--- src/rtl/if_stage.sv ---
// Instruction-fetch stage: PC register, redirect target selection and IF/ID pipeline register.
module if_stage #(
  parameter logic [31:0] RESET_PC  = 32'h0000_0000,
  parameter logic [31:0] NOP_INSTR = 32'h0000_0000,
  parameter int unsigned CNT_W     = 16
) (
  input  logic             clk,
  input  logic             reset,
  input  logic             Stall,
  input  logic [2:0]       JumpFlag,
  input  logic [31:0]      JrAddr,
  input  logic [31:0]      imem_data,
  output logic [31:0]      imem_addr,
  output logic [31:0]      PC,
  output logic [31:0]      Instruction_id,
  output logic [31:0]      PC_plus4_id,
  output logic             valid_id,
  output logic [CNT_W-1:0] stall_cnt,
  output logic [CNT_W-1:0] flush_cnt
);

  localparam logic [31:0]      PC_STEP = 32'd4;
  localparam logic [CNT_W-1:0] CNT_MAX = {CNT_W{1'b1}};

  logic [31:0] pc_plus4;
  logic [31:0] branch_off;
  logic [31:0] target;
  logic        redirect;
  logic        unused_jr_lsbs;

  // Fetch address comes straight from the PC register, no input path.
  assign imem_addr  = PC;
  assign pc_plus4   = PC + PC_STEP;
  assign branch_off = {{14{Instruction_id[15]}}, Instruction_id[15:0], 2'b00};
  assign redirect   = |JumpFlag;

  // Word alignment drops the two low bits of the jr register value.
  assign unused_jr_lsbs = ^JrAddr[1:0];

  // Redirect target, priority jr > j > branch.
  always_comb begin
    target = pc_plus4;
    if (JumpFlag[2]) begin
      target = {JrAddr[31:2], 2'b00};
    end else if (JumpFlag[1]) begin
      target = {PC_plus4_id[31:28], Instruction_id[25:0], 2'b00};
    end else if (JumpFlag[0]) begin
      target = PC_plus4_id + branch_off;
    end
  end

  // PC and IF/ID register: stall holds, redirect flushes, otherwise advance.
  always_ff @(posedge clk or posedge reset) begin
    if (reset) begin
      PC             <= {RESET_PC[31:2], 2'b00};
      Instruction_id <= NOP_INSTR;
      PC_plus4_id    <= 32'd0;
      valid_id       <= 1'b0;
    end else if (Stall) begin
      PC             <= PC;
      Instruction_id <= Instruction_id;
      PC_plus4_id    <= PC_plus4_id;
      valid_id       <= valid_id;
    end else if (redirect) begin
      PC             <= target;
      Instruction_id <= NOP_INSTR;
      PC_plus4_id    <= 32'd0;
      valid_id       <= 1'b0;
    end else begin
      PC             <= pc_plus4;
      Instruction_id <= imem_data;
      PC_plus4_id    <= pc_plus4;
      valid_id       <= 1'b1;
    end
  end

  // Saturating event counters for stalled cycles and taken redirects.
  always_ff @(posedge clk or posedge reset) begin
    if (reset) begin
      stall_cnt <= '0;
      flush_cnt <= '0;
    end else if (Stall) begin
      if (stall_cnt != CNT_MAX) begin
        stall_cnt <= stall_cnt + CNT_W'(1);
      end
    end else if (redirect) begin
      if (flush_cnt != CNT_MAX) begin
        flush_cnt <= flush_cnt + CNT_W'(1);
      end
    end
  end

endmodule

--- config.mk ---
export PLATFORM = sky130hd
export DESIGN_NAME = if_stage
export DESIGN_NICKNAME = d
export VERILOG_FILES = /design/src/rtl/if_stage.sv
export SDC_FILE = /design/constraint.sdc
export NUM_CORES = 1
export LEC_CHECK = 0
export BUFFER_PORTS_ARGS = -buffer_cell sky130_fd_sc_hd__buf_2
export CAP_MARGIN = 15
export CELL_PAD_IN_SITES_DETAIL_PLACEMENT = 1
export CELL_PAD_IN_SITES_GLOBAL_PLACEMENT = 1
export CORE_ASPECT_RATIO = 1.25
export CORE_UTILIZATION = 40
export CTS_BUF_LIST = sky130_fd_sc_hd__clkbuf_4
export DETAILED_ROUTE_END_ITERATION = 12
export GPL_TIMING_DRIVEN = 0
export PLACE_DENSITY_LB_ADDON = 0.1
export SYNTH_ARGS = -nofsm -noshare
export SYNTH_HDL_FRONTEND = slang
export SYNTH_SLANG_ARGS = --single-unit
--- constraint.sdc ---
create_clock -name clk -period 5.55 [get_ports clk]
set_input_delay 0.8325 -clock clk [delete_from_list [all_inputs] [get_ports clk]]
set_output_delay 0.8325 -clock clk [all_outputs]
set_load 0.02 [all_outputs]
Word-level counts from Yosys, hierarchy flattened:

Index checks and enable logic that the tools add are counted.

* $add $sub $neg: 4
* $mul: 0
* div/mod/pow operators: 0
* order comparisons: 0
* eq/ne operators: 2
* shifts and indexed selects: 0
* mux-type cells: 7
* bitwise logic cells: 1
* reduce and logical (&&, ||, !) cells: 3

Operators with widths (count)
* 32-bit 2-to-1 mux: 6
* 16-bit by 1-bit adder with 16-bit output (second input constant): 2
* 32-bit by 3-bit adder with 32-bit output (second input constant): 1
* 32-bit adder: 1
* 16-bit inequality test (second input constant): 2
* 3-bit AND reduction: 1
* 3-bit OR reduction: 1
* 2-bit AND reduction: 1
* 1-bit 2-to-1 mux: 1
* 1-bit NOT: 1

* flip-flop bits (word level): 129
* bits in latches: 0
* bits in writable memories: 0
* memory bits (read-only): 0
* input port bits: 70
* output and inout port bits: 161
* logic and storage cells: 23
* memories kept: 0

Depth between registers and ports, before layout:

* word-level depth: 5
* mapped depth: 9
* gate-level depth less buffers: 9

Worst setup path after synthesis:

No wires, ideal clock.

* kind: register to register
* start point: register Instruction_id[15]
* end point: register PC[23]
* library setup time: 0.126 ns
* data arrival time: 2.467 ns
* data required time: 5.424 ns
* path slack: 2.957 ns
* cell stages (with the launch flop): 9
* path buffers: 0
* period minus slack after synthesis: 2.593 ns
* path through: dfrtp_1 > ha_1 > and2_1 > nand2_1 > or3_1 > a211oi_1 > nor2_1 > xnor2_1 > a221o_1

* cells in the longest elaborated chain, start to end: 5

RTL lines
* start, declared: line 15 `output logic [31:0] Instruction_id,`
* start signal, assigned: line 61 `Instruction_id <= Instruction_id;`
* start signal, assigned: line 71 `Instruction_id <= imem_data;`
* 32-bit adder: line 48 `target = PC_plus4_id + branch_off;`
* 32-bit 2-to-1 mux: line 47 `end else if (JumpFlag[0]) begin`
* 32-bit 2-to-1 mux: line 45 `end else if (JumpFlag[1]) begin`
* 32-bit 2-to-1 mux: line 43 `if (JumpFlag[2]) begin`
* 32-bit 2-to-1 mux: line 64 `end else if (redirect) begin`
* end signal, assigned: line 55 `PC <= {RESET_PC[31:2], 2'b00};`
* end signal, assigned: line 65 `PC <= target;`
* end signal, assigned: line 70 `PC <= pc_plus4;`
* end, declared: line 14 `output logic [31:0] PC,`

No other way between the ends.
A chain may end at the register's enable or synchronous reset.

Worst setup path in the final report:

* start point: register Instruction_id[15]
* end point: register PC[28]

Same word-level chain as after synthesis.

==> metrics.md <==
| Metric | Value |
|---|---|
| Die area | `22,080 sq um` |
| Die Ht | `165.9 microns` |
| Worst Skew | `0.02495 ns` |
| R2R cell count | `6` |
| Final Max Slew Viols | `0` |
| # clock sinks | `129` |
| RSZ-0062 raised after global routing | `no` |
| Synth unique cells | `76` |
| CP startpoint kind | `register` |
| Setup violators final | `0` |
| Fill cell count | `2,634` |
| Setup slack, reg-to-reg | `2.31 ns` |
| Synth Cell Area | `between 8000 and 9000 sq um` |
| GPL Wtd Cong | `0.9133` |
| Initial Utilization | `40.99%` |
| Total GRT Usage | `31.36%` |
| Slowest library cell on the worst path | `o31ai_1` |
| Mapped Cells | `1,026` |
| YS warnings | `0` |
| DP HPWL | `25.72 mm` |
| Worst-Margin Slew | `between 0.8 and 0.9 ns` |
| Commonest non-fill, non-tap cell in the layout | `buf_2` |
| # Post-CTS Setup Buffers | `0` |
| Crit end category | `register` |
| Max Root-Sink Buffers | `2` |
| Antenna violations before repair | `3` |
| Pleak | `4.976 nW` |
| Highest clock rate | `roughly 310 MHz` |
| Max VDD drop | `roughly 0.17 mV` |
| Port buffer count | `approximately 230` |
| Core Box Area | `around 21,000 sq um` |
| Drt wl/cell | `roughly 22 microns` |
| Pwr per Cell Area | `255.3 nW/um^2` |
| Mapped Nets | `1,129` |
| Final hold slack | `~0.38 ns` |
| Mean Syn Cell Area | `approximately 8.4 sq um` |
| Clk_lat worst skew | `between 0.6 and 0.7 ns` |
| DRC viols | `0` |
| Worst path cell trace | `ha_1 > nand3_1 > o31ai_1 > a21boi_1 > mux2i_1 > a211o_1` |
| Synth Flop Type | `dfrtp_1` |
| Site row count | `59` |
| Iter 0 DRT Violations | `482` |
| Crit Path Max Fanout | `18` |
| Area delta synth->final | `20.94%` |
| Crit-path leading delay family | `compound AO/OA/AOI/OAI gates` |
| Dominant cell type by area after synthesis | `dfrtp_1` |
| Place WS | `roughly 2 ns` |
| Fin crit share | `58.36%` |
| Largest net degree at the start of global routing | `84` |
| Async set-reset flop share out of synthesis | `100.0%` |
| Slew HR | `between 40 and 50%` |
| Antenna-violating nets left | `0` |
| CP Class | `reg2reg` |
| Via count | `9,034` |
| Hold Buf Count CTS | `0` |
| GRT overflow | `0` |
| CTS tree | `built` |
| Arrival time worst endpoint | `between 3 and 4 ns` |
| CP Buf/Inv Count | `0` |
| Largest cells by area after synthesis | `dfrtp_1, nand2_1, o21ai_0` |
| H-tree depth | `4` |
| Reg2reg end | `PC[28]` |
| Clock buffer count from CTS | `17` |
| Sequential fraction of the synthesis area | `37.57%` |
| Final core occ | `49.57%` |
| Hold WC Path Type | `in2async` |
| Fin worst setup slack | `2.311 ns` |
| Final nets | `around 1,400` |
| Status | `completed` |
| Final hold vios | `0` |
| Share of layout cells above drive strength 1 | `24.77%` |
| Max-capacitance violation count | `0` |
| CP required | `6.06 ns` |
| Post-CTS resize count | `0` |
| Clock period minus worst slack | `3.239 ns` |
| First-pass GRT wire length | `52.71 mm` |
| Vias in the first global route | `9,228` |
| IO Pins | `231` |
| Drt pass-1 iters | `5` |
| Die X-Extent | `133.1 microns` |
| Number of synthesized flops with an enable pin | `0` |
| RR Startpoint | `Instruction_id[15]` |
| Most frequent cells in the layout | `buf_2, nand2_1, dfrtp_1` |
| Clock transition at path regs | `0.14 ns` |
| Post-Route WL | `33.98 mm` |
| Root Driver | `clkbuf_4` |
| Vias/cell | `just under 6` |
| #FFs+latches synth | `129` |
| Max incr delay on CP | `0.82 ns` |
| Top cell type's share of synthesized area | `37.57%` |
==> cell families after synthesis <==
family	after synthesis	share of synthesized area (%)
AO/OA/AOI/OAI	297	22.10
XOR/XNOR	78	7.950
adder cells (fa/ha/maj)	33	4.892
buffers and inverters	104	6.013
flip-flops	129	37.57
multiplexers	7	0.8445
AND/OR/NAND/NOR	378	20.63
==> report_power, final <==
part | switching [W] | internal, W | leakage, nW
combinational | 0.000474 | 0.000282 | 3.11
clock | 0.000440 | 0.000271 | 0.150
sequential | 0.000153 | 0.00103 | 1.72
total | 0.00107 | 0.00159 | 4.98
==> layout make-up <==
class                      count  area (sq um)  share of cell area (%)
multi-input combinational    793          4848                   46.65
sequential                   129          3228                   31.06
timing repair buffer         227          1159                   11.15
buffer                        88         456.7                   4.394
tap                          274         342.8                   3.299
clock inverter                14         155.1                   1.493
clock buffer                  17         127.6                   1.228
inverter                      16         65.06                  0.6261
antenna                        4         10.01                 0.09632
==> how the worst max path moves through the flow <==
stage	startpoint	end	depth (start not counted)
2_1_floorplan	reset	Instruction_id[0]	1
5_1_grt	Instruction_id[15]	PC[24]	6
3_3_place_gp	reset	PC_plus4_id[11]	2
4_1_cts	Instruction_id[15]	PC[28]	6
3_5_place_dp	JumpFlag[1]	PC[15]	8
6_report	Instruction_id[15]	PC[28]	6
==> synth_stat cells (3+ instances only) <==
cell type  instances
a2111oi_0          4
a211o_1            3
a211oi_1           8
a21o_1            12
a21oi_1           60
a221oi_1           4
a22o_1             5
a22oi_1            4
a2bb2oi_1          3
a31o_2             3
a31oi_1           12
a41oi_1            3
and2_1             6
and3_1            18
and4_1             3
buf_1             10
buf_4             33
clkbuf_1          43
dfrtp_1          129
ha_1              32
inv_1             16
mux2i_1            5
nand2_1          187
nand2b_1           7
nand3_1           40
nand4_1           19
nor2_1            56
nor3_1            17
o211ai_1           6
o21a_1             7
o21ai_0          105
o21bai_1           5
o221ai_1           3
o22ai_1           10
o311a_1            5
o311ai_0           7
o31ai_1            6
or3_1              6
xnor2_1           55
xor2_1            23
==> routing by layer <==
metal | track usage [%] | vias up | share of wire [%]
li1 | - | 4142 | -
met1 | 38.17 | 4464 | 41
met2 | 52.01 | 349 | 48
met3 | 7.662 | 79 | 7.1
met4 | 14.62 | 0 | 3.8
met5 | 0 | - | 0
==> flip-flops by register name, indices dropped and copies added (netlist names) <==
name	flops
valid_id	1
flush_cnt	16
PC_plus4_id	32
PC	32
Instruction_id	32
stall_cnt	16
==> per-stage QoR <==
step	power [W]	TNS, ns	instance area, sq um	std cells
6_report	0.002653	0	10390	1562
2_1_floorplan	0.001653	0	8593	1026
3_3_place_gp	0.001934	-78.21	10070	1526
5_1_grt	0.002782	0	10390	1559
4_1_cts	0.002664	0	10380	1558
3_5_place_dp	0.001957	0	10100	1527
==> worst reg2reg max path: stages (launching register included) <==
cell and delay (ns):
dfrtp_1 0.72, ha_1 0.59, nand3_1 0.25, o31ai_1 0.82, a21boi_1 0.30, mux2i_1 0.19, a211o_1 0.30
No activity file was read; power rests on OpenSTA's default activity.
